File: src/rtl/if_id_stage.sv
// IF/ID pipeline register with load-use stall, HALT detection and jorb flush.
// Optional IF_ID_PERF_COUNT_EN adds saturating stall/flush event counters.
module if_id_stage #(
   parameter logic [4:0]  LD_OPCODE       = 5'b10001,
   parameter logic [4:0]  HALT_OPCODE     = 5'b00000,
   parameter logic [15:0] NOP_INSTR       = 16'h0800,
   parameter int unsigned LD_STALL_CYCLES = 1
) (
   input  logic        clk,
   input  logic        rst,
   input  logic [15:0] if_instr,
   input  logic [15:0] if_PC,
   input  logic [15:0] if_PCPlus1,
   input  logic        jorb,
   output logic [15:0] id_instr,
   output logic [15:0] id_PC,
   output logic [15:0] id_PCPlus1,
   output logic        id_valid,
   output logic        ldStall,
   output logic [15:0] ldStallPC,
   output logic        halt,
`ifdef IF_ID_PERF_COUNT_EN
   output logic [15:0] stall_cnt,
   output logic [15:0] flush_cnt,
`endif
   output logic [15:0] haltPC
);

   typedef enum logic [1:0] {RUN, STALL, HALTED} state_e;

   localparam logic [1:0] STALL_INIT = 2'(LD_STALL_CYCLES - 1);

   state_e      state_q, state_d;
   logic [15:0] id_instr_q, id_instr_d;
   logic [15:0] id_pc_q, id_pc_d;
   logic [15:0] id_pcp1_q, id_pcp1_d;
   logic        id_valid_q, id_valid_d;
   logic        halt_q, halt_d;
   logic [15:0] halt_pc_q, halt_pc_d;
   logic [1:0]  cnt_q, cnt_d;

   logic [4:0]  id_opc;
   logic [2:0]  ld_dest;
   logic        hz;
   logic        halt_det;

   always_comb begin
      id_opc   = id_instr_q[15:11];
      ld_dest  = id_instr_q[7:5];
      hz       = id_valid_q && (id_opc == LD_OPCODE) &&
                 ((if_instr[10:8] == ld_dest) || (if_instr[7:5] == ld_dest)) &&
                 (state_q == RUN) && !jorb;
      halt_det = id_valid_q && (id_opc == HALT_OPCODE) && (state_q == RUN) && !jorb;
   end

   always_ff @(posedge clk) begin
      if (!rst) begin
         state_q <= RUN;
      end else begin
         state_q <= state_d;
      end
   end

   always_comb begin
      state_d = state_q;
      case (state_q)
         RUN: begin
            if (jorb)                            state_d = RUN;
            else if (halt_det)                   state_d = HALTED;
            else if (hz && (STALL_INIT != '0))   state_d = STALL;
         end
         STALL: begin
            if (jorb || (cnt_q <= 2'd1))         state_d = RUN;
         end
         HALTED:                                 state_d = HALTED;
         default:                                state_d = RUN;
      endcase
   end

   // Every non-latch path inserts a bubble; PCs hold so a bubble keeps the last real PC.
   always_comb begin
      id_instr_d = NOP_INSTR;
      id_valid_d = 1'b0;
      id_pc_d    = id_pc_q;
      id_pcp1_d  = id_pcp1_q;
      halt_d     = halt_q;
      halt_pc_d  = halt_pc_q;
      cnt_d      = cnt_q;
      case (state_q)
         RUN: begin
            if (jorb) begin
               cnt_d = '0;
            end else if (halt_det) begin
               halt_d    = 1'b1;
               halt_pc_d = id_pc_q;
            end else if (hz) begin
               cnt_d = STALL_INIT;
            end else begin
               id_instr_d = if_instr;
               id_valid_d = 1'b1;
               id_pc_d    = if_PC;
               id_pcp1_d  = if_PCPlus1;
            end
         end
         STALL: begin
            if (jorb)               cnt_d = '0;
            else if (cnt_q != '0)   cnt_d = cnt_q - 2'd1;
         end
         default: cnt_d = '0;
      endcase
   end

   always_ff @(posedge clk) begin
      if (!rst) begin
         id_instr_q <= NOP_INSTR;
         id_valid_q <= 1'b0;
         id_pc_q    <= '0;
         id_pcp1_q  <= '0;
         halt_q     <= 1'b0;
         halt_pc_q  <= '0;
         cnt_q      <= '0;
      end else begin
         id_instr_q <= id_instr_d;
         id_valid_q <= id_valid_d;
         id_pc_q    <= id_pc_d;
         id_pcp1_q  <= id_pcp1_d;
         halt_q     <= halt_d;
         halt_pc_q  <= halt_pc_d;
         cnt_q      <= cnt_d;
      end
   end

   always_comb begin
      ldStall   = hz || ((state_q == STALL) && (cnt_q != '0) && !jorb);
      ldStallPC = if_PC;
   end

   assign id_instr   = id_instr_q;
   assign id_PC      = id_pc_q;
   assign id_PCPlus1 = id_pcp1_q;
   assign id_valid   = id_valid_q;
   assign halt       = halt_q;
   assign haltPC     = halt_pc_q;

`ifdef IF_ID_PERF_COUNT_EN
   logic [15:0] stall_cnt_q;
   logic [15:0] flush_cnt_q;

   always_ff @(posedge clk) begin
      if (!rst) begin
         stall_cnt_q <= '0;
         flush_cnt_q <= '0;
      end else begin
         if (ldStall && (stall_cnt_q != '1))
            stall_cnt_q <= stall_cnt_q + 16'd1;
         if (jorb && (state_q != HALTED) && (flush_cnt_q != '1))
            flush_cnt_q <= flush_cnt_q + 16'd1;
      end
   end

   assign stall_cnt = stall_cnt_q;
   assign flush_cnt = flush_cnt_q;
`endif

endmodule

File: config.mk
export PLATFORM = sky130hd
export DESIGN_NAME = if_id_stage
export DESIGN_NICKNAME = d
export VERILOG_FILES = /design/src/rtl/if_id_stage.sv
export SDC_FILE = /design/constraint.sdc
export NUM_CORES = 1
export LEC_CHECK = 0
export CAP_MARGIN = 25
export CORE_MARGIN = 1.5
export CORE_UTILIZATION = 45
export CTS_BUF_LIST = sky130_fd_sc_hd__clkbuf_2 sky130_fd_sc_hd__clkbuf_4 sky130_fd_sc_hd__clkbuf_8
export CTS_CLUSTER_DIAMETER = 60
export DETAILED_ROUTE_END_ITERATION = 16
export PLACE_DENSITY = 0.92
export SETUP_SLACK_MARGIN = 0.05
export SYNTH_ARGS = -nofsm -noshare
export SYNTH_HDL_FRONTEND = slang
export SYNTH_SLANG_ARGS = --single-unit
File: constraint.sdc
create_clock -name clk -period 2.2 [get_ports clk]
set_input_delay 0.44 -clock clk [delete_from_list [all_inputs] [get_ports clk]]
set_output_delay 0.44 -clock clk [all_outputs]
set_load 0.03 [all_outputs]
; After elaboration in Yosys (flattened, before gate mapping)
; Cells that the tools add are included.
[totals]
ff_bits = 70
in_bits = 51
wordCells = 58
[op_classes]
addsub = 1
n_lt_le_gt_ge = 1
n_eq_ne = 10
n_mux = 11
bitwise = 5
n_reduce_logical = 22
[op_table]
columns = op, n
row1 = two-way mux 2 bit, 8
row2 = != test 3 bit (second input constant), 4
row3 = logical AND 1 bit, 9
row4 = == test 3 bit, 2
row5 = one-hot mux 2 bit (3 select lines), 1
row6 = AND reduction 3 bit, 2
row7 = == test 5 bit (second input constant), 1
row8 = logical NOT 5 bit, 1
row9 = NOT 1 bit, 5
row10 = OR reduction 5 bit, 1
row11 = one-hot mux 2 bit (2 select lines), 1
row12 = AND reduction 4 bit, 1
row13 = OR reduction 4 bit, 1
row14 = logical OR 1 bit, 3
row15 = == test 2 x 1 -> 1 bit (second input constant), 1
row16 = == test 2 bit (second input constant), 1
row17 = less-or-equal comparator 2 x 1 -> 1 bit (second input constant), 1
row18 = logical NOT 2 bit, 1
row19 = != test 2 bit (second input constant), 1
row20 = AND reduction 2 bit, 1
row21 = nonzero test 2 bit, 1
row22 = subtractor 2 x 1 -> 2 bit (second input constant), 1
row23 = logical NOT 1 bit, 1
row24 = two-way mux 1 bit, 1

; Longest topological paths before layout
[logic_depth]
word_depth = 9
ltp_mapped = 7
mapped_depth_nobuf = 4

; Worst setup path before layout
; Ideal clock, no wire load.
[synth_timing]
path_kind = reg-to-output
startpoint = reg id_instr_q[15], in the netlist id_instr[15]
endpoint = out ldStall
arrival_time_ps = 1871
slack_ps = -111
path_stages_with_launch = 7
path_cell_list = dfxtp_1 -> nand2_1 -> nor4_2 -> buf_6 -> buf_12 -> buf_12 -> o211a_1
[synth_between]
elab_chain_len = 6
[synth_rtl]
columns = item, line
row1 = from (decl), 34  ; logic [15:0] id_instr_q, id_instr_d;
row2 = from (signal assigned), 123  ; id_instr_q <= id_instr_d;
row3 = == test 5 bit, 50  ; hz = id_valid_q && (id_opc == LD_OPCODE) &&
row4 = logical AND 1 bit (2 in a row), 50
row5 = logical AND 1 bit, 51  ; ((if_instr[10:8] == ld_dest) || (if_instr[7:5] == ld_dest)) &&
row6 = logical AND 1 bit, 52  ; (state_q == RUN) && !jorb;
row7 = logical OR 1 bit, 134  ; ldStall = hz || ((state_q == STALL) && (cnt_q != '0) && !jorb);
row8 = to (decl), 19  ; output logic ldStall,
; Every way passes these cells.

; Worst setup path after layout
[layout_timing]
startpoint = in if_instr[7]
endpoint = out ldStall
[layout_between]
elab_chain_len = 6
[layout_rtl]
columns = item, line
row1 = from (decl), 11  ; input logic [15:0] if_instr,
row2 = == test 3 bit, 51
row3 = logical OR 1 bit, 51
row4 = logical AND 1 bit, 50
row5 = logical AND 1 bit, 51
row6 = logical AND 1 bit, 52
row7 = logical OR 1 bit, 134
; Every way passes these cells.

==> reports/results.ini <==
[global_route]
antenna_found_initial=0
grt_pass1_vias=3381
grt_usage_pct=25.19
grt.overflow.total=0
grt_start_max_net_pins=64
grt_pass1_wl_um=16820

[synthesis]
ys.flop_type=dfxtp_1
ys_ff_latch=67
synthMuxAreaShare_pct=0
ys_seq_area_share_pct=39.20
synth-adder-area-share_pct=0
synth_warnings=0
synth_compound_area_share_pct=21.39
avgSynthCellArea_um2=9.029
syn_inst=379
synth_nets=430
synth_simple_gate_area_share_pct=25.12
synth_edf_count=0
synth_top_family_by_area=simple AND/OR/NAND/NOR gates
ys_types=26
synth-async-reset-ratio_pct=0
synthXorXnorAreaFrac_pct=1.536
syn_area_um2=3422

[worst_setup_path]
cp_max_fo=2
rrSetupSlack_ps=220
worst-endpoint-required_ps=1760
cp-start-kind=primary input
timing.rr.end=id_PC[11]$_SDFFE_PN0P_
end_kind=primary output
arrival_ps=1680
worstRegToRegCells=5
crit_start=if_instr[7]
critPathKind=in2out
r2r-start=id_instr[12]$_SDFF_PP0_

[routing]
drt-initial-drc-count=257
ant_nets=0
first_pass_iters=5
viasPerCell=6.002
wire_per_inst_um=17.21
wl_um=10050
dr_total_vias=3505
drc=0

[timing]
rsz0062_at_grt=false
finClkSkew_ps=6.698
slew_viol_final=0
max_freq_ghz=0.4713
relSlewSlack_pct=63.79
hold_viol=0
tightest_slew_ps=541.7
fin_crit_sh_pct=96.44
period_minus_slack_ps=2122
setup_viol=0

[finish]
utilization_pct=67.95
layout-drive-gt1-share_pct=11.34
area_growth_pct=44.79
nFillCells=558
fin_nets=531
stdcell_count=584
antenna_cells=0

[die]
chipWidth_um=90.21
die_height_um=90.21
die-area_um2=8137
start_util_pct=46.93
core_um2=7292
rows=31
pin_count=134

[power_and_ir_drop]
powerDensity_nw_per_um2=640.6
leakage_nw=1.766
peakVddDrop_v=0.0003056

[clock_tree]
clock-sinks=67
cts_buffers=9
clockBufferDepth=2
cts_tree=done
cts_max_level=3
clkTransAtPathRegs_ps=80
clk_latency_ps=340
cts-root-buf=clkbuf_8

[worst_hold_path]
worstHoldPathCells=2
min_to=id_instr[9]$_SDFF_PP0_
hold_class=in2reg
worstHoldStart=if_instr[9]

[placed_design]
dp.cells=566
place_congestion=0.7521
post-dp-hpwl_um=6855
portBuffers=133

[flow_run]
cap_violations=0

[run_status]
outcome=completed

[cell usage after synthesis (2+ instances only)]
library cell | n | area [µm²]
dfxtp_1 | 67 | 1341
nand2_1 | 65 | 244.0
o2111ai_1 | 64 | 560.5
nand4_1 | 32 | 200.2
or4_1 | 32 | 240.2
clkbuf_1 | 24 | 90.09
buf_4 | 22 | 165.2
a21boi_0 | 16 | 120.1
and3_1 | 16 | 100.1
buf_2 | 12 | 60.06
xor2_1 | 6 | 52.55
buf_12 | 4 | 80.08
clkbuf_4 | 4 | 30.03
nor4_2 | 2 | 25.02
o21a_1 | 2 | 15.01
[timing repair]
| item | in CTS | in global routing |
|---|---|---|
| hold buffers | 0 | 0 |
| pin swaps | 2 | 2 |
| resized for setup | 2 | 3 |
| endpoints found under the setup margin | 1 | 1 |
| setup buffers | 2 | 0 |
[placed cells by master (no fill, tap or decap)]
cell             instances
nand4_1                 32
dfxtp_2                  4
xor2_1                   5
o2111ai_1               64
buf_6                    1
nor4_4                   2
or4_1                   32
and2_1                   1
clkbuf_8                11
xor2_2                   1
and3_1                  16
nor4b_2                  1
clkinvlp_4               3
o21ai_4                  1
nand2_1                 65
buf_4                   18
nand2b_4                 1
a21boi_0                16
nor2_1                   1
clkdlybuf4s50_1        128
dlymetal6s2s_1           2
o31ai_4                  1
o21a_1                   2
dlygate4sd2_1            1
clkinv_2                 1
buf_12                   7
nand3b_1                 1
o211a_4                  1
dfxtp_1                 63
nand3_1                  1
inv_6                    1
nor2_2                   1
[cell families after synthesis]
family                    Yosys count
and+or+nand+nor                   154
AOI/OAI and AO/OA                  85
xor gates and xnor gates            6
DFF                                67
buffers and inverters              67
[per-layer routing]
layer	up-vias	global-route usage, %	part of all wire, %
li1	1668	-	-
met1	1705	29.20	41
met2	118	46.28	54
met3	14	4.146	3.8
met4	0	8.995	1.6
met5	-	0	0
[worst max-delay path: stages]
cell and delay (ps):
clkdlybuf4s50_1 450, xor2_1 180, nor4_4 290, o211a_4 190, buf_6 120
[state kept, by name (all words and copies together), names as in the netlist]
register and cells:
id_instr 16, state_q 1, id_valid 1, id_PC 16
halt 1, id_PCPlus1 16, haltPC 16
[report_power, final]
group          internal [mW]  leakage, nW  total (mW)  switching [mW]
logic                  0.364         1.13       0.827           0.463
registers               1.30        0.552        1.38          0.0822
clock network          0.472       0.0880       0.964           0.492
[worst max path at each step]
stage / cells after the start / slack [ps] / to
final: 5 / 80 / ldStall
after global routing: 5 / 70 / ldStall
after CTS: 5 / 60 / ldStall
after detailed placement: 7 / -140 / id_PC[11]$_SDFFE_PN0P_
after global placement: 5 / -30 / ldStall
after floorplan: 6 / 100 / ldStall
[cell type report]
class	instances	area (µm²)	area share [%]
flip-flops and latches	67	1346	27.17
multi-input cells	245	1695	34.22
clock inverters	5	36.28	0.7323
clock buffers	11	151.4	3.056
well taps	99	123.9	2.500
repair buffers	157	1602	32.32
[per-stage QoR]
stage          hold WS (ps)  setup TNS (ps)  cell area, µm²  setup slack, ps  total power [mW]
3_3_place_gp          450.0          -219.7            4737           -31.05             2.198
4_1_cts               470.4               0            4946            59.93             3.187
5_1_grt               405.0               0            4955            69.08             3.297
2_1_floorplan         460.8               0            3443            101.6             1.867
6_report              398.1               0            4955            78.35             3.174
3_5_place_dp          456.5           -2786            4737           -143.8             2.228
No activity file was read; power rests on OpenSTA's default activity.
